`src/rtl/game_pkg.sv`:
```
// Shared definitions for the note generator and its neighbours (scoring, colour mapper).
// Latency: n/a (types and constants only).
// Backpressure: n/a.
package game_pkg;

    localparam int NUM_LANES   = 5;
    localparam int LANE_GREEN  = 0;
    localparam int LANE_RED    = 1;
    localparam int LANE_YELLOW = 2;
    localparam int LANE_BLUE   = 3;
    localparam int LANE_ORANGE = 4;

    // Hit window rows, used by the scoring block.
    localparam int Y_HIT_LO = 410;
    localparam int Y_HIT_HI = 440;

    // 13-bit chart word: mask in [12:8], delay in [7:0].
    typedef struct packed {
        logic [4:0] mask;
        logic [7:0] delay;
    } chart_entry_t;

    typedef enum logic [2:0] {
        S_IDLE,
        S_FETCH,
        S_DECODE,
        S_SPAWN,
        S_WAIT,
        S_DONE
    } state_t;

endpackage

```
`src/rtl/note_generator_if.sv`:
```
// Bundle between game control / renderer / scoring and the note generator.
// Latency: n/a (wires only).
// Backpressure: none; frame_tick and start are single-cycle pulses.
interface note_generator_if;
    logic       frame_tick;
    logic       start;
    logic [9:0] green_y_pos;
    logic [9:0] red_y_pos;
    logic [9:0] yellow_y_pos;
    logic [9:0] blue_y_pos;
    logic [9:0] orange_y_pos;
    logic [4:0] lane_active;
    logic       song_done;
    logic [7:0] drop_count;

    modport master (
        output frame_tick, start,
        input  green_y_pos, red_y_pos, yellow_y_pos, blue_y_pos, orange_y_pos,
        input  lane_active, song_done, drop_count
    );

    modport slave (
        input  frame_tick, start,
        output green_y_pos, red_y_pos, yellow_y_pos, blue_y_pos, orange_y_pos,
        output lane_active, song_done, drop_count
    );
endinterface

```
`src/rtl/note_chart_rom.sv`:
```
// Synchronous chart ROM; the chart image is a flat parameter, entry 0 in the low bits.
// Latency: 1 cycle from addr to data.
// Backpressure: none.
module note_chart_rom
    import game_pkg::*;
#(
    parameter int                         CHART_DEPTH = 64,
    parameter int                         ADDR_W      = 6,
    parameter logic [CHART_DEPTH*13-1:0]  CHART_IMAGE = '0
) (
    input  logic              Clk,
    input  logic [ADDR_W-1:0] addr,
    output chart_entry_t      data
);

    // Registered read of the addressed chart word.
    always_ff @(posedge Clk) begin
        data <= chart_entry_t'(CHART_IMAGE[int'(addr)*13 +: 13]);
    end

endmodule

```
`src/rtl/note_generator.sv`:
```
// Plays the note chart and moves one falling note per lane; optional NOTE_GEN_CHART_LOOP_EN repeats the chart.
// Latency: y_pos/lane_active update the cycle after the frame_tick or SPAWN; chart entry takes FETCH+DECODE+SPAWN.
// Backpressure: none; spawns onto a busy lane are dropped and counted (saturating at 255).
module note_generator
    import game_pkg::*;
#(
    parameter int SPEED       = 2,
    parameter int Y_START     = 0,
    parameter int Y_END       = 479,
    parameter int CHART_DEPTH = 64,
    parameter int ADDR_W      = 6,
    parameter logic [CHART_DEPTH*13-1:0] CHART_IMAGE =
        {{((CHART_DEPTH-3)*13){1'b0}}, 13'h0000, 13'h0610, 13'h0108}
) (
    input  logic              Clk,
    input  logic              Reset_n,
    note_generator_if.slave   bus
);

    state_t              r_state;
    state_t              w_next_state;
    logic [ADDR_W-1:0]   r_addr;
    logic [7:0]          r_delay;
    logic [7:0]          r_drop;
    logic [4:0]          r_active;
    logic [9:0]          r_y [NUM_LANES];

    chart_entry_t        w_entry;
    logic                w_end_marker;
    logic                w_spawn;
    logic [4:0]          w_busy;
    logic [2:0]          w_drop_inc;
    logic [8:0]          w_drop_sum;
    logic [10:0]         w_sum [NUM_LANES];

    note_chart_rom #(
        .CHART_DEPTH (CHART_DEPTH),
        .ADDR_W      (ADDR_W),
        .CHART_IMAGE (CHART_IMAGE)
    ) u_rom (
        .Clk  (Clk),
        .addr (r_addr),
        .data (w_entry)
    );

    assign w_end_marker = (w_entry.mask == 5'd0) && (w_entry.delay == 8'd0);
    assign w_spawn      = (r_state == S_SPAWN);
    // A retiring lane still has its active bit set this cycle, so it counts as busy.
    assign w_busy       = w_spawn ? (w_entry.mask & r_active) : 5'd0;
    assign w_drop_sum   = {1'b0, r_drop} + {6'd0, w_drop_inc};

    // Next-position sums and busy-lane popcount; 11-bit sums cannot wrap.
    always_comb begin
        w_drop_inc = 3'd0;
        for (int i = 0; i < NUM_LANES; i++) begin
            w_sum[i] = {1'b0, r_y[i]} + 11'(SPEED);
            if (w_busy[i]) begin
                w_drop_inc = w_drop_inc + 3'd1;
            end
        end
    end

    // Chart sequencer next-state logic.
    always_comb begin
        w_next_state = r_state;
        unique case (r_state)
            S_IDLE:   if (bus.start) w_next_state = S_FETCH;
            S_FETCH:  w_next_state = S_DECODE;
            S_DECODE: begin
                if (w_end_marker) begin
`ifdef NOTE_GEN_CHART_LOOP_EN
                    w_next_state = S_FETCH;
`else
                    w_next_state = S_DONE;
`endif
                end else begin
                    w_next_state = S_SPAWN;
                end
            end
            S_SPAWN:  w_next_state = S_WAIT;
            S_WAIT:   if (r_delay == 8'd0) w_next_state = S_FETCH;
            S_DONE:   if (bus.start) w_next_state = S_FETCH;
            default:  w_next_state = S_IDLE;
        endcase
    end

    // Sequencer state register.
    always_ff @(posedge Clk or negedge Reset_n) begin
        if (!Reset_n) r_state <= S_IDLE;
        else          r_state <= w_next_state;
    end

    // Chart address, frame delay counter and drop counter.
    always_ff @(posedge Clk or negedge Reset_n) begin
        if (!Reset_n) begin
            r_addr  <= '0;
            r_delay <= 8'd0;
            r_drop  <= 8'd0;
        end else begin
            unique case (r_state)
                S_IDLE: if (bus.start) r_addr <= '0;
                S_DONE: begin
                    if (bus.start) begin
                        r_addr <= '0;
                        r_drop <= 8'd0;
                    end
                end
`ifdef NOTE_GEN_CHART_LOOP_EN
                S_DECODE: if (w_end_marker) r_addr <= '0;
`endif
                S_SPAWN: begin
                    r_delay <= w_entry.delay;
                    r_addr  <= (r_addr == ADDR_W'(CHART_DEPTH-1)) ? '0 : r_addr + 1'b1;
                    r_drop  <= w_drop_sum[8] ? 8'hFF : w_drop_sum[7:0];
                end
                S_WAIT: if (bus.frame_tick && (r_delay != 8'd0)) r_delay <= r_delay - 8'd1;
                default: ;
            endcase
        end
    end

    // Per-lane spawn, advance and retirement; an idle-lane spawn beats the frame advance.
    always_ff @(posedge Clk or negedge Reset_n) begin
        if (!Reset_n) begin
            r_active <= 5'd0;
            for (int i = 0; i < NUM_LANES; i++) r_y[i] <= 10'(Y_START);
        end else begin
            for (int i = 0; i < NUM_LANES; i++) begin
                if (w_spawn && w_entry.mask[i] && !r_active[i]) begin
                    r_y[i]      <= 10'(Y_START);
                    r_active[i] <= 1'b1;
                end else if (bus.frame_tick && r_active[i]) begin
                    if (w_sum[i] > 11'(Y_END)) begin
                        r_y[i]      <= 10'(Y_START);
                        r_active[i] <= 1'b0;
                    end else begin
                        r_y[i] <= w_sum[i][9:0];
                    end
                end
            end
        end
    end

    assign bus.green_y_pos  = r_y[LANE_GREEN];
    assign bus.red_y_pos    = r_y[LANE_RED];
    assign bus.yellow_y_pos = r_y[LANE_YELLOW];
    assign bus.blue_y_pos   = r_y[LANE_BLUE];
    assign bus.orange_y_pos = r_y[LANE_ORANGE];
    assign bus.lane_active  = r_active;
    assign bus.drop_count   = r_drop;
`ifdef NOTE_GEN_CHART_LOOP_EN
    assign bus.song_done    = 1'b0;
`else
    assign bus.song_done    = (r_state == S_DONE) && (r_active == 5'd0);
`endif

endmodule

```
`src/flat_wrapper.sv`:
```
// flat-port wrapper written by rule: the top's interface ports become plain ports
module note_generator_flat import game_pkg::*;
#(
    parameter int SPEED       = 2,
    parameter int Y_START     = 0,
    parameter int Y_END       = 479,
    parameter int CHART_DEPTH = 64,
    parameter int ADDR_W      = 6,
    parameter logic [CHART_DEPTH*13-1:0] CHART_IMAGE =
        {{((CHART_DEPTH-3)*13){1'b0}}, 13'h0000, 13'h0610, 13'h0108}
)
  (Clk, Reset_n, bus_frame_tick, bus_start, bus_green_y_pos, bus_red_y_pos, bus_yellow_y_pos, bus_blue_y_pos, bus_orange_y_pos, bus_lane_active, bus_song_done, bus_drop_count);
  note_generator_if bus_i ();
  input  logic Clk;
  input  logic Reset_n;
  input wire logic [$bits(bus_i.frame_tick)-1:0] bus_frame_tick;
  input wire logic [$bits(bus_i.start)-1:0] bus_start;
  output wire logic [$bits(bus_i.green_y_pos)-1:0] bus_green_y_pos;
  output wire logic [$bits(bus_i.red_y_pos)-1:0] bus_red_y_pos;
  output wire logic [$bits(bus_i.yellow_y_pos)-1:0] bus_yellow_y_pos;
  output wire logic [$bits(bus_i.blue_y_pos)-1:0] bus_blue_y_pos;
  output wire logic [$bits(bus_i.orange_y_pos)-1:0] bus_orange_y_pos;
  output wire logic [$bits(bus_i.lane_active)-1:0] bus_lane_active;
  output wire logic [$bits(bus_i.song_done)-1:0] bus_song_done;
  output wire logic [$bits(bus_i.drop_count)-1:0] bus_drop_count;
  assign bus_i.frame_tick = bus_frame_tick;
  assign bus_i.start = bus_start;
  assign bus_green_y_pos = bus_i.green_y_pos;
  assign bus_red_y_pos = bus_i.red_y_pos;
  assign bus_yellow_y_pos = bus_i.yellow_y_pos;
  assign bus_blue_y_pos = bus_i.blue_y_pos;
  assign bus_orange_y_pos = bus_i.orange_y_pos;
  assign bus_lane_active = bus_i.lane_active;
  assign bus_song_done = bus_i.song_done;
  assign bus_drop_count = bus_i.drop_count;
  note_generator #(.SPEED(SPEED), .Y_START(Y_START), .Y_END(Y_END), .CHART_DEPTH(CHART_DEPTH), .ADDR_W(ADDR_W), .CHART_IMAGE(CHART_IMAGE)) u_core (.Clk(Clk), .Reset_n(Reset_n), .bus(bus_i));
endmodule
```
`config.mk`:
```
export PLATFORM = sky130hd
export DESIGN_NAME = note_generator_flat
export DESIGN_NICKNAME = d
export VERILOG_FILES = /design/src/rtl/game_pkg.sv /design/src/rtl/note_generator_if.sv /design/src/rtl/note_chart_rom.sv /design/src/rtl/note_generator.sv /design/src/flat_wrapper.sv
export SDC_FILE = /design/constraint.sdc
export NUM_CORES = 1
export LEC_CHECK = 0
export ABC_AREA = 1
export CORE_MARGIN = 4
export CORE_UTILIZATION = 35
export CTS_BUF_LIST = sky130_fd_sc_hd__clkbuf_4
export DETAILED_ROUTE_END_ITERATION = 6
export GPL_TIMING_DRIVEN = 0
export HOLD_SLACK_MARGIN = 0.1
export PLACE_DENSITY = 0.56
export SYNTH_ARGS = -nofsm -noshare
export SYNTH_HDL_FRONTEND = slang
export SYNTH_SLANG_ARGS = --single-unit
```
`constraint.sdc`:
```
create_clock -name Clk -period 3.4 [get_ports Clk]
set_clock_uncertainty 0.2 [all_clocks]
set_input_delay 0.68 -clock Clk [delete_from_list [all_inputs] [get_ports Clk]]
set_output_delay 0.68 -clock Clk [all_outputs]
set_load 0.05 [all_outputs]
```
== Word level (Yosys, flattened, before mapping) ==
Index checks and enable logic that the tools add are counted.

* Add/sub/neg operators: 12
* Multipliers: 1
* Magnitude comparators: 5
* Eq/ne operators: 10
* Shifts and indexed selects: 1
* Muxes and demuxes: 48
* Bitwise logic cells: 1
* Reduce and logical (&&, ||, !) cells: 52

{| class="wikitable"
|+ Operator list
! kind !! count
|-
| $shiftx A832 B32 Y13 const A || 1
|-
| $mux W10 || 15
|-
| $add A10 B2 Y11 const B || 5
|-
| $gt A11 B9 Y1 const B || 5
|-
| $pmux W8 S2 || 2
|-
| $reduce_bool A2 Y1 || 13
|-
| $mux W8 || 3
|-
| $mux W3 || 7
|-
| $logic_and A1 B1 Y1 || 18
|-
| $reduce_and A2 Y1 || 9
|-
| $logic_not A8 Y1 || 2
|-
| $mux W1 || 16
|-
| $pmux W3 S5 || 1
|-
| $mux W6 || 2
|-
| $pmux W6 S2 || 1
|-
| $logic_not A5 Y1 || 2
|-
| $mul A6 B4 Y10 const B || 1
|-
| $add A3 B1 Y3 const B || 3
|-
| $add A8 B3 Y9 || 1
|-
| $reduce_bool A8 Y1 || 1
|-
| $sub A8 B1 Y8 const B || 1
|-
| $add A6 B1 Y6 const B || 1
|-
| $eq A3 B2 Y1 const B || 2
|-
| $eq A3 B3 Y1 const B || 2
|-
| 10 further kinds || 16
|}

* Flip-flop bits (word level): 93
* Output and inout bits: 64

== Logic depth before layout (Yosys ltp) ==
Gate-level depths: netlist of run 1.

* Word-level depth: 14
* Mapped depth: 18

== Modules after synthesis ==
From an unflattened synthesis of run 1, not the netlist that was laid out.

* Cell total of the unflattened synthesis: 700
* Area, all modules: 4977.3 sq um

{| class="wikitable"
|+ Modules (own cells, without submodules)
! module !! times used !! cells an instance !! area an instance (sq um) !! sequential area each (sq um)
|-
| note_generator || 1 || 679 || 4823.4 || 1876.8
|-
| note_chart_rom || 1 || 21 || 153.9 || 40.0
|}

== Worst setup path after synthesis of run 1 ==
OpenSTA, ideal clock, no wires.

* Path type: reg2out
* Start point: reg u_core.r_active[2], in the netlist u_core.bus.lane_active[2]
* End point: out bus_song_done
* Data arrival time: 2.182 ns
* Data required time: 2.520 ns
* Path slack: 0.338 ns
* Cell stages (with the launch flop): 2
* Cells stage by stage: dfrtp_1 -> nor4_1

* Longest elaborated chain between the ends: 2

{| class="wikitable"
|+ RTL lines
! element !! line !! text
|-
| from (decl) || note_generator.sv:25 || <nowiki>logic [4:0] r_active;</nowiki>
|-
| from (signal assigned) || note_generator.sv:125 || <nowiki>r_active <= 5'd0;</nowiki>
|-
| from (signal, indexed assignment) || note_generator.sv:131 || <nowiki>r_active[i] <= 1'b1;</nowiki>
|-
| from (signal, indexed assignment) || note_generator.sv:135 || <nowiki>r_active[i] <= 1'b0;</nowiki>
|-
| $logic_not A5 Y1 || note_generator.sv:154 || <nowiki>assign bus.song_done = (r_state == S_DONE) && (r_active == 5'd0);</nowiki>
|-
| $logic_and A1 B1 Y1 || note_generator.sv:154 ||
|-
| to (decl) || flat_wrapper.sv:24 || <nowiki>output wire logic [$bits(bus_i.song_done)-1:0] bus_song_done;</nowiki>
|}

No other way between the ends.

== Final worst setup path of run 1 ==
* Start point: reg u_core.r_state[2]
* End point: out bus_song_done

* Longest elaborated chain between the ends: 2

{| class="wikitable"
|+ RTL lines
! element !! line !! text
|-
| from (decl) || note_generator.sv:20 || <nowiki>state_t r_state;</nowiki>
|-
| from (signal assigned) || note_generator.sv:90 || <nowiki>else r_state <= w_next_state;</nowiki>
|-
| $eq A3 B3 Y1 || note_generator.sv:154 ||
|-
| $logic_and A1 B1 Y1 || note_generator.sv:154 ||
|}

No other way between the ends.

==> results of run 1 <==
area by class of cell:
cell class                 count  area [µm²]
buffer                        28         209
clock buffer                   9        67.6
clock inverter                 7         109
fill                        1000        5320
inverter                      58         230
multi-input combinational    347        1850
sequential                    57        1420
tap                          133         166
timing repair buffer          51         498
power groups by stage:
stage | registers (mW) | clock network, mW | logic (mW)
global route | 1.17 | 0.691 | 1.83
CTS | 1.12 | 0.656 | 1.65
finish | 1.12 | 0.634 | 1.65
global placement | 1.13 | 0 | 1.62
detailed placement | 1.13 | 0 | 1.64
floorplan | 1.51 | 0 | 0.778
critical path, delay by kind of cell, from the launching register on:
kind / cells / cell delay [ns]
flip-flops: 1 / 0.42
buffers and inverters: 2 / 0.96
AND/OR/NAND/NOR: 3 / 0.58
placed cells by master, fill, tap and decap left out, drive strengths merged:
master,n
nand2,114
inv,58
dfrtp,55
o21ai,50
nor2,47
nand3,44
clkdlybuf4s50,41
buf,37
conb,25
xor2,15
ha,14
a21oi,12
clkbuf,9
nand4,6
nor3,4
o22ai,3
clkinv,3
bufinv,3
or2,2
xnor2,2
dfxtp,2
nor4,1
a22oi,1
o21bai,1
a21boi,1
nand3b,1
and3,1
a31oi,1
and2,1
fa,1
clkinvlp,1
dlygate4sd3,1
flip-flops by register name (all words and copies together) (netlist names):
name and cells:
u_core.r_state 3, u_core.bus.red_y_pos 9, u_core.bus.drop_count 8, u_core.bus.green_y_pos 9
u_core.r_addr 6, u_core.bus.yellow_y_pos 9, u_core.r_delay 8, u_core.bus.lane_active 3
u_core.u_rom.data 2
per-stage QoR:
stage	instance area [µm²]	setup TNS, ns	power [mW]
after floorplan	3680	0	2.29
after global placement	4260	-23.23	2.75
after detailed placement	4280	-0.0641	2.77
after CTS	4470	0	3.42
after global routing	4550	-0.0971	3.69
final	4550	0	3.41
routing by layer:
layer | GRT usage (%) | up-vias
met4 | 3.47 | 0
met1 | 18.4 | 1403
met2 | 23.7 | 64
li1 | - | 1624
met3 | 4.09 | 2
met5 | 0 | -
cells in the mapped netlist:
cell type    n
a21boi_0     1
a21oi_1     12
a22oi_1      1
a31oi_1      1
and2_1       1
and3_1       1
buf_2        2
buf_4       25
buf_6        1
clkinv_1     1
conb_1       1
dfrtp_1     55
dfxtp_1      2
fa_1         1
ha_1        14
inv_1       53
inv_2        3
inv_4        1
nand2_1    106
nand2_2      3
nand2_4      5
nand3_1     41
nand3_2      2
nand3_4      1
nand3b_1     1
nand4_1      6
nor2_1      41
nor2_2       3
nor2_4       2
nor2_8       1
nor3_1       3
nor3_2       1
nor4_1       1
o21ai_0     49
o21ai_2      1
o21bai_1     1
o22ai_1      3
or2_2        2
xnor2_1      2
xor2_1      15
repair_timing:
item,in CTS,in global routing
endpoints found under the hold margin,23,0
gates resized for setup,1,12
hold buffers,1,0
endpoints found under the setup margin,4,8
setup buffers,0,7
pin swaps,0,4
path summary, 6_finish.rpt:
path,cells past startpoint,to,from,slack (ns)
max in group asynchronous,3,u_core.bus.yellow_y_pos[6],Reset_n,1.81
max reg2reg,18,u_core.bus.drop_count[6],u_core.r_state[2],0.25
max,5,bus_song_done,u_core.r_state[2],0.15
min reg2reg,1,u_core.r_delay[0],u_core.r_delay[0],0.30
min,1,u_core.r_delay[0],u_core.r_delay[0],0.30
min in group asynchronous,2,u_core.r_delay[6],Reset_n,0.60
cell families after synthesis:
logic type      after synthesis  share of synthesized area (%)
other cells                   1                          0.105
compound gates               69                           10.1
xor+xnor                     17                           4.15
flops                        57                           39.5
simple gates                221                           28.8
fa+ha+maj                    15                           5.44
buf+inv                      86                           12.0
==> run_summary.xml, run 1 <==
<?xml version="1.0" encoding="UTF-8"?>
<metrics>
  <group name="synth">
    <metric name="synth.top_cells.by_area" unit="">dfrtp_1 38%, nand2_1 11%, o21ai_0 6.8%</metric>
    <metric name="synth_seq_area_share" unit="%">39.5</metric>
    <metric name="synth.distinct_cells" unit="">40</metric>
    <metric name="syn_avg_cell_area" unit="µm²">7.70</metric>
    <metric name="count_of_state_elements_after_synthesis" unit="">57</metric>
    <metric name="postSynthCellCount" unit="">466</metric>
    <metric name="synth_top_cell_by_area" unit="">dfrtp_1</metric>
    <metric name="post-synth-top-area-fraction" unit="%">38.4</metric>
    <metric name="yosys_warnings" unit="">0</metric>
    <metric name="syn_area" unit="µm²">3590</metric>
  </group>
  <group name="power_and_ir_drop">
    <metric name="irDropWorstVdd" unit="V">0.000433</metric>
    <metric name="sw_frac_of_total" unit="%">47.4</metric>
    <metric name="share_clk_of_total_power" unit="%">18.6</metric>
    <metric name="p_seq_share" unit="%">32.9</metric>
    <metric name="p_leak" unit="nW">2.21</metric>
    <metric name="combPwrFrac" unit="%">48.5</metric>
    <metric name="power.density" unit="nW/µm²">749</metric>
    <metric name="p_sw" unit="mW">1.62</metric>
    <metric name="internal_power" unit="mW">1.79</metric>
  </group>
  <group name="grt">
    <metric name="grt_pass1_vias" unit="">2935</metric>
    <metric name="antenna_found_initial" unit="">0</metric>
    <metric name="wire_length_of_the_first_global_routing_pass" unit="mm">13.7</metric>
    <metric name="grt_start_max_net_pins" unit="">33</metric>
    <metric name="global_route_usage_sum" unit="%">14.3</metric>
    <metric name="grt_remaining_overflow" unit="">0</metric>
  </group>
  <group name="drt">
    <metric name="top_metal_used" unit="">met4</metric>
    <metric name="m1WireLength" unit="mm">3.74</metric>
    <metric name="wire_per_inst" unit="µm">11.4</metric>
    <metric name="drt-vias-per-instance" unit="">4.48</metric>
    <metric name="antenna_left" unit="">0</metric>
    <metric name="vias" unit="">3093</metric>
    <metric name="drt-initial-drc-count" unit="">122</metric>
    <metric name="drc_errors" unit="">0</metric>
    <metric name="drt_first_pass_iters" unit="">4</metric>
    <metric name="detailroute.wirelength.met2" unit="mm">3.71</metric>
    <metric name="postRouteWirelength" unit="mm">7.90</metric>
    <metric name="wl_met3" unit="µm">404</metric>
  </group>
  <group name="setup_path">
    <metric name="worstSetupPathType" unit="">flip-flop to output port</metric>
    <metric name="timing.critical_path.cells" unit="">inv_4, nor2_1, nand2_1, nor4_1, clkdlybuf4s50_1</metric>
    <metric name="timing.critical_path.slowest_stage_cell" unit="">clkdlybuf4s50_1</metric>
    <metric name="cpPeakStageDelay" unit="ns">0.88</metric>
    <metric name="sort_of_element_at_the_start_of_the_critical_path" unit="">flip-flop</metric>
    <metric name="worst-endpoint-required" unit="ns">2.52</metric>
    <metric name="worstPathMaxFanout" unit="">6</metric>
    <metric name="critical_path.endpoint_type" unit="">output port</metric>
    <metric name="cp_data_arrival_time" unit="ns">2.37</metric>
  </group>
  <group name="floorplan">
    <metric name="rows" unit="">36</metric>
    <metric name="initial_core_util" unit="%">36.4</metric>
    <metric name="die_h" unit="µm">109</metric>
    <metric name="area_of_the_core" unit="µm²">9860</metric>
    <metric name="die_w" unit="µm">109</metric>
    <metric name="ioPinCount" unit="">68</metric>
    <metric name="die-area" unit="µm²">11900</metric>
  </group>
  <group name="placement">
    <metric name="post-dp-hpwl" unit="mm">5.88</metric>
    <metric name="gp_routability_congestion" unit="">0.819</metric>
    <metric name="count_of_port_buffers_added_during_placement" unit="">42</metric>
    <metric name="dp_worst_setup_slack" unit="ns">-0.0297</metric>
    <metric name="dp.cells" unit="">666</metric>
  </group>
  <group name="clock_tree">
    <metric name="clock_tree_from_tritoncts" unit="">done</metric>
    <metric name="tritoncts.num_buffers" unit="">9</metric>
    <metric name="worst_skew_pair.late_latency" unit="ns">0.41</metric>
    <metric name="root_buffer" unit="">clkbuf_4</metric>
    <metric name="clock_sink_count" unit="">57</metric>
    <metric name="clkTransAtPathRegs" unit="ns">0.11</metric>
    <metric name="clk_buf_depth" unit="">2</metric>
    <metric name="cts-htree-levels" unit="">3</metric>
  </group>
  <group name="run">
    <metric name="max_cap_violations" unit="">0</metric>
  </group>
  <group name="final_layout">
    <metric name="layoutNonFillerInstCount" unit="">690</metric>
    <metric name="syn_to_final_growth" unit="%">26.8</metric>
    <metric name="final_layout_size_suffix_gt1_share" unit="%">14.5</metric>
    <metric name="n_antenna_cell" unit="">0</metric>
    <metric name="fin_util" unit="%">46.1</metric>
    <metric name="nets" unit="">571</metric>
  </group>
  <group name="timing">
    <metric name="final.hold.worst_slack" unit="ns">0.301</metric>
    <metric name="max_slew_margin" unit="%">60.6</metric>
    <metric name="finalCritPeriodShare" unit="%">95.7</metric>
    <metric name="timing.final.hold_violations" unit="">0</metric>
    <metric name="tightest_slew" unit="ns">0.591</metric>
    <metric name="final-setup-viol-count" unit="">0</metric>
    <metric name="final-max-slew-violation-count" unit="">0</metric>
    <metric name="max_clock_freq" unit="GHz">0.307</metric>
    <metric name="final_critical_path_setup_slack" unit="ns">0.147</metric>
    <metric name="post-route-min-period" unit="ns">3.25</metric>
  </group>
  <group name="run_status">
    <metric name="run_status" unit="">finished clean</metric>
  </group>
  <group name="worst_hold_path">
    <metric name="timing.hold.worst.class" unit="">flip-flop to flip-flop</metric>
  </group>
</metrics>
Note: power is estimated with default switching activity, not from simulation.
==> run 2, diff against run 1 <==
- GPL_TIMING_DRIVEN: 0 -> default
==> run 2 against run 1 <==
Net effect: cell area shrank 7.6%; sequential power is essentially flat; critical path depth shrank 1; power shrank 8.3%.
==> run_summary.xml, run 2 (synthesis results as in run 1) <==
<?xml version="1.0" encoding="UTF-8"?>
<metrics>
  <group name="run_status">
    <metric name="run_status" unit="">finished clean</metric>
  </group>
  <group name="power_and_ir_drop">
    <metric name="power.density" unit="nW/µm²">743</metric>
    <metric name="p_leak" unit="nW">2.00</metric>
    <metric name="irDropWorstVdd" unit="V">0.000346</metric>
  </group>
  <group name="drt">
    <metric name="drc_errors" unit="">0</metric>
    <metric name="wire_per_inst" unit="µm">11.7</metric>
    <metric name="postRouteWirelength" unit="mm">7.72</metric>
    <metric name="drt-initial-drc-count" unit="">141</metric>
    <metric name="drt_first_pass_iters" unit="">4</metric>
    <metric name="drt-vias-per-instance" unit="">4.68</metric>
    <metric name="antenna_left" unit="">0</metric>
    <metric name="vias" unit="">3081</metric>
  </group>
  <group name="floorplan">
    <metric name="die_h" unit="µm">109</metric>
    <metric name="area_of_the_core" unit="µm²">9860</metric>
    <metric name="die_w" unit="µm">109</metric>
    <metric name="ioPinCount" unit="">68</metric>
    <metric name="initial_core_util" unit="%">36.4</metric>
    <metric name="die-area" unit="µm²">11900</metric>
    <metric name="rows" unit="">36</metric>
  </group>
  <group name="final_layout">
    <metric name="final-seq-area" unit="µm²">1420</metric>
    <metric name="layout_commonest_cell" unit="">nand2_1</metric>
    <metric name="layout_common_cells" unit="">106 x nand2_1, 55 x dfrtp_1, 53 x inv_1, 49 x o21ai_0</metric>
    <metric name="n_antenna_cell" unit="">0</metric>
    <metric name="fillers" unit="">1030</metric>
    <metric name="nets" unit="">539</metric>
    <metric name="multiInputGateArea" unit="µm²">1850</metric>
    <metric name="syn_to_final_growth" unit="%">17.2</metric>
    <metric name="layoutNonFillerInstCount" unit="">658</metric>
    <metric name="final_layout_size_suffix_gt1_share" unit="%">8.57</metric>
  </group>
  <group name="clock_tree">
    <metric name="tritoncts.num_buffers" unit="">9</metric>
    <metric name="clk_buf_depth" unit="">2</metric>
    <metric name="clock_sink_count" unit="">57</metric>
    <metric name="post_cts.repair.setup_buffers" unit="">0</metric>
    <metric name="root_buffer" unit="">clkbuf_4</metric>
    <metric name="cts-htree-levels" unit="">3</metric>
    <metric name="worst_skew_pair.late_latency" unit="ns">0.39</metric>
    <metric name="clock_tree_from_tritoncts" unit="">done</metric>
    <metric name="clkTransAtPathRegs" unit="ns">0.10</metric>
  </group>
  <group name="setup_path">
    <metric name="cpPeakStageDelay" unit="ns">0.85</metric>
    <metric name="regToRegSetupSlack" unit="ns">0.31</metric>
    <metric name="cp_data_arrival_time" unit="ns">2.26</metric>
    <metric name="worst-endpoint-required" unit="ns">2.52</metric>
    <metric name="timing.critical_path.cells" unit="">nor2_1, nand2_1, nor4_1, clkdlybuf4s50_1</metric>
    <metric name="sort_of_element_at_the_start_of_the_critical_path" unit="">flip-flop</metric>
    <metric name="worstPathMaxFanout" unit="">4</metric>
    <metric name="cp_top_family" unit="">buffers and inverters</metric>
    <metric name="timing.critical_path.slowest_stage_cell" unit="">clkdlybuf4s50_1</metric>
    <metric name="worstSetupPathType" unit="">flip-flop to output port</metric>
    <metric name="critical_path.endpoint_type" unit="">output port</metric>
    <metric name="cp_num_buf_inv" unit="">1</metric>
  </group>
  <group name="grt">
    <metric name="grt_start_max_net_pins" unit="">23</metric>
    <metric name="antenna_found_initial" unit="">0</metric>
    <metric name="grt_remaining_overflow" unit="">0</metric>
    <metric name="wire_length_of_the_first_global_routing_pass" unit="mm">13.3</metric>
    <metric name="grt_pass1_vias" unit="">2798</metric>
    <metric name="global_route_usage_sum" unit="%">14.0</metric>
  </group>
  <group name="timing">
    <metric name="post-route-min-period" unit="ns">3.14</metric>
    <metric name="final-setup-viol-count" unit="">0</metric>
    <metric name="finalCritPeriodShare" unit="%">92.3</metric>
    <metric name="tightest_slew" unit="ns">0.504</metric>
    <metric name="max_clock_freq" unit="GHz">0.319</metric>
    <metric name="final-max-slew-violation-count" unit="">0</metric>
    <metric name="final_critical_path_setup_slack" unit="ns">0.260</metric>
    <metric name="tns" unit="ns">0</metric>
    <metric name="unrepaired_setup_endpoints_after_global_routing" unit="">no</metric>
    <metric name="timing.final.hold_violations" unit="">0</metric>
    <metric name="max_slew_margin" unit="%">66.3</metric>
  </group>
  <group name="placement">
    <metric name="gp_routability_congestion" unit="">0.835</metric>
    <metric name="post-dp-hpwl" unit="mm">5.94</metric>
    <metric name="dp_worst_setup_slack" unit="ns">0.237</metric>
    <metric name="count_of_port_buffers_added_during_placement" unit="">42</metric>
    <metric name="dp.cells" unit="">641</metric>
  </group>
  <group name="run">
    <metric name="max_cap_violations" unit="">0</metric>
  </group>
  <group name="worst_hold_path">
    <metric name="timing.hold.worst.class" unit="">flip-flop to flip-flop</metric>
  </group>
</metrics>
==> run 2: cell count changes in the layout (fill, tap and decap cells not counted), sizes merged <==
cell,before,now
buf,37,5
bufinv,3,0
clkinvlp,1,0
inv,58,57
clkbuf,9,10
clkinv,3,7
==> run 2: per-stage QoR <==
stage	total power, mW	hold WS [ns]	util [%]	cell area, µm²
finish	3.13	0.297	42.6	4210
global route	3.40	0.353	42.6	4210
CTS	3.16	0.305	42.5	4190
detailed placement	2.75	0.297	41.4	4080
global placement	2.74	0.297	41.4	4080
floorplan	2.29	0.184	-	3680
==> run 2: final cells by class <==
type                       count  area share [%]
multi-input combinational    347            43.9
clock buffer                  10            1.79
inverter                      58            5.24
sequential                    57            33.7
tap                          133            3.96
clock inverter                 6           0.625
timing repair buffer          47            10.8
==> run 2: per-layer routing <==
metal  vias up  GRT usage (%)  wire length [µm]
met5         -              0                 0
met4         0           5.88               125
met3        10           2.72               350
met2        68           21.6              3550
met1      1434           19.3              3700
li1       1569              -                 -
==> run 2: report_power, final <==
part | total (mW) | leakage (nW) | internal (mW) | switching [mW]
logic | 1.60 | 1.20 | 0.515 | 1.09
registers | 1.13 | 0.738 | 0.873 | 0.256
clock network | 0.394 | 0.0624 | 0.148 | 0.246
total | 3.13 | 2.00 | 1.54 | 1.59
==> run 2: path summary, 6_finish.rpt <==
kind | depth (start not counted) | start | endpoint
worst max-delay path | 4 | u_core.r_state[1] | bus_song_done
worst min-delay path | 1 | u_core.r_delay[0] | u_core.r_delay[0]
worst max register to register | 18 | u_core.r_state[2] | u_core.bus.drop_count[4]
worst min register to register | 1 | u_core.r_delay[0] | u_core.r_delay[0]
max in group asynchronous | 3 | Reset_n | u_core.bus.red_y_pos[5]
min in group asynchronous | 2 | Reset_n | u_core.bus.red_y_pos[2]
==> run 2: worst register-to-register path: cells and delay by family, from the launching register on <==
| family | cells | cell delay [ns] |
|---|---|---|
| adder cells (fa/ha/maj) | 3 | 0.87 |
| AND/OR/NAND/NOR | 8 | 0.83 |
| flip-flops | 1 | 0.41 |
| buffers and inverters | 3 | 0.28 |
| AO/OA/AOI/OAI | 3 | 0.25 |
| XOR/XNOR | 1 | 0.16 |
==> run 2: timing repair <==
item                                   in CTS  in global routing
hold buffers                                1                  0
endpoints found under the hold margin      16                  0
gates resized for setup                     0                  3
setup endpoints to repair                   0                  5
==> run 3, diff against run 2 <==
- clock period: 3.4 -> 4 ns (I/O delays scaled with it)
==> run 3 against run 2 <==
Net effect: sequential power down 15%; worst setup slack gained 0.35 ns; first-iteration DRC count up 33%; highest routed layer unchanged; utilization up 0.10 points; global-route usage is 0.15 points higher; clock power rose by 23%; via count shrank 2.7%.
==> run_summary.xml, run 3 (synthesis results as in run 1) <==
<?xml version="1.0" encoding="UTF-8"?>
<metrics>
  <group name="timing">
    <metric name="final-max-slew-violation-count" unit="">0</metric>
    <metric name="finalCritPeriodShare" unit="%">84.7</metric>
    <metric name="max_slew_margin" unit="%">59.0</metric>
    <metric name="max_clock_freq" unit="GHz">0.295</metric>
    <metric name="tightest_slew" unit="ns">0.615</metric>
    <metric name="timing.final.hold_violations" unit="">0</metric>
    <metric name="unrepaired_setup_endpoints_after_global_routing" unit="">no</metric>
    <metric name="final-setup-viol-count" unit="">0</metric>
    <metric name="post-route-min-period" unit="ns">3.39</metric>
    <metric name="tns" unit="ns">0</metric>
    <metric name="final_critical_path_setup_slack" unit="ns">0.613</metric>
  </group>
  <group name="drt">
    <metric name="postRouteWirelength" unit="mm">7.76</metric>
    <metric name="drc_errors" unit="">0</metric>
    <metric name="wire_per_inst" unit="µm">11.9</metric>
    <metric name="drt-initial-drc-count" unit="">187</metric>
    <metric name="drt-vias-per-instance" unit="">4.59</metric>
    <metric name="drt_first_pass_iters" unit="">4</metric>
    <metric name="antenna_left" unit="">0</metric>
    <metric name="vias" unit="">2999</metric>
  </group>
  <group name="placement">
    <metric name="gp_routability_congestion" unit="">0.833</metric>
    <metric name="count_of_port_buffers_added_during_placement" unit="">42</metric>
    <metric name="dp_worst_setup_slack" unit="ns">0.614</metric>
    <metric name="postPlaceCellArea" unit="µm²">4060</metric>
    <metric name="post-dp-hpwl" unit="mm">5.77</metric>
  </group>
  <group name="setup_path">
    <metric name="critical_path.endpoint_type" unit="">flip-flop</metric>
    <metric name="worstPathMaxFanout" unit="">13</metric>
    <metric name="setup.worst_path.end" unit="">u_core.bus.drop_count[5]</metric>
    <metric name="worstReg2RegEnd" unit="">u_core.bus.drop_count[5]</metric>
    <metric name="reg2reg_depth" unit="">17</metric>
    <metric name="worst-endpoint-required" unit="ns">4.13</metric>
    <metric name="critical_r2r_launch" unit="">u_core.r_state[0]</metric>
    <metric name="cp_data_arrival_time" unit="ns">3.52</metric>
    <metric name="worstSetupPathType" unit="">flip-flop to flip-flop</metric>
    <metric name="sort_of_element_at_the_start_of_the_critical_path" unit="">flip-flop</metric>
    <metric name="worstSetupStartpoint" unit="">u_core.r_state[0]</metric>
    <metric name="regToRegSetupSlack" unit="ns">0.61</metric>
  </group>
  <group name="floorplan">
    <metric name="initial_core_util" unit="%">36.4</metric>
    <metric name="rows" unit="">36</metric>
    <metric name="ioPinCount" unit="">68</metric>
    <metric name="die_w" unit="µm">109</metric>
    <metric name="area_of_the_core" unit="µm²">9860</metric>
    <metric name="die-area" unit="µm²">11900</metric>
    <metric name="die_h" unit="µm">109</metric>
  </group>
  <group name="clock_tree">
    <metric name="worst_skew_pair.late_latency" unit="ns">0.41</metric>
    <metric name="root_buffer" unit="">clkbuf_4</metric>
    <metric name="post_cts.repair.setup_buffers" unit="">0</metric>
    <metric name="clock_sink_count" unit="">57</metric>
    <metric name="clkTransAtPathRegs" unit="ns">0.10</metric>
    <metric name="holdBufCountCts" unit="">0</metric>
    <metric name="clk_buf_depth" unit="">2</metric>
    <metric name="count_of_instances_resized_after_the_clock_tree_is_built" unit="">0</metric>
    <metric name="tritoncts.num_buffers" unit="">9</metric>
    <metric name="cts-htree-levels" unit="">3</metric>
    <metric name="clock_tree_from_tritoncts" unit="">done</metric>
  </group>
  <group name="run">
    <metric name="max_cap_violations" unit="">0</metric>
  </group>
  <group name="final_layout">
    <metric name="final_layout_size_suffix_gt1_share" unit="%">8.06</metric>
    <metric name="nets" unit="">535</metric>
    <metric name="layout_commonest_cell" unit="">nand2_1</metric>
    <metric name="design_area" unit="µm²">4220</metric>
    <metric name="n_antenna_cell" unit="">0</metric>
    <metric name="syn_to_final_growth" unit="%">17.5</metric>
    <metric name="layout_common_cells" unit="">106 x nand2_1, 55 x dfrtp_1, 53 x inv_1, 49 x o21ai_0</metric>
  </group>
  <group name="grt">
    <metric name="grt_pass1_vias" unit="">2872</metric>
    <metric name="global_route_usage_sum" unit="%">14.2</metric>
    <metric name="grt_start_max_net_pins" unit="">29</metric>
    <metric name="antenna_found_initial" unit="">0</metric>
    <metric name="grt_remaining_overflow" unit="">0</metric>
    <metric name="wire_length_of_the_first_global_routing_pass" unit="mm">13.4</metric>
  </group>
  <group name="run_status">
    <metric name="run_status" unit="">finished clean</metric>
  </group>
  <group name="worst_hold_path">
    <metric name="timing.hold.worst.class" unit="">input port to async pin</metric>
  </group>
  <group name="power_and_ir_drop">
    <metric name="power.density" unit="nW/µm²">661</metric>
    <metric name="irDropWorstVdd" unit="V">0.000293</metric>
    <metric name="p_leak" unit="nW">2.01</metric>
  </group>
</metrics>
[run 3: cell count changes in the layout (fill, tap and decap cells not counted), sizes merged]
cell / before / now
buf: 5 / 2
dlygate4sd3: 1 / 0
clkinv: 7 / 5
bufinv: 0 / 2
[run 3: where the power goes]
| part | internal, mW | total (mW) | switching (mW) |
|---|---|---|---|
| logic | 0.428 | 1.35 | 0.919 |
| registers | 0.742 | 0.957 | 0.215 |
| clock network | 0.258 | 0.483 | 0.225 |
| total | 1.43 | 2.79 | 1.36 |
[run 3: how the worst min path moves through the flow]
stage / start / endpoint / slack [ns] / cells past startpoint
global route: Reset_n / u_core.r_addr[0] / 0.24 / 1
CTS: Reset_n / u_core.r_addr[1] / 0.22 / 1
floorplan: u_core.r_delay[0] / u_core.r_delay[0] / 0.26 / 1
detailed placement: u_core.r_delay[0] / u_core.r_delay[0] / 0.30 / 1
global placement: u_core.r_delay[0] / u_core.r_delay[0] / 0.29 / 1
finish: Reset_n / u_core.bus.red_y_pos[6] / 0.20 / 1
[run 3: critical path, stage by stage, from the launching register on]
cell      delay (ns)
dfrtp_1         0.47
nand3_4         0.22
clkinv_1        0.30
nand2_1         0.17
nor2_1          0.06
ha_1            0.32
xor2_1          0.16
inv_1           0.06
ha_1            0.17
fa_1            0.20
nand2_1         0.07
a21oi_1         0.22
nand3_1         0.15
nor2_2          0.19
nand2_1         0.13
o21ai_0         0.10
nand2_1         0.06
o21ai_0         0.06
[run 3: stage by stage]
step | hold WS (ns) | power (mW) | cells | utilization [%]
after floorplan | 0.258 | 1.95 | 490 | -
after global placement | 0.293 | 2.31 | 638 | 41.1
after detailed placement | 0.302 | 2.32 | 638 | 41.1
after CTS | 0.224 | 2.82 | 654 | 42.7
after global routing | 0.243 | 3.02 | 654 | 42.7
final | 0.198 | 2.79 | 654 | 42.7
[run 3: routing by layer]
layer	GRT usage, %	vias up	routed length, µm	share of wire [%]
li1	-	1553	-	-
met1	18.7	1367	3700	48
met2	22.4	73	3580	46
met3	3.97	6	407	5.2
met4	4.90	0	68	0.88
met5	0	-	0	0
[run 3: final cells by class]
type                       instances  area (µm²)
fill                             991        5650
tap                              133         166
clock buffer                      10        75.1
sequential                        57        1420
clock inverter                     6        82.6
inverter                          58         220
multi-input combinational        347        1830
timing repair buffer              43         423
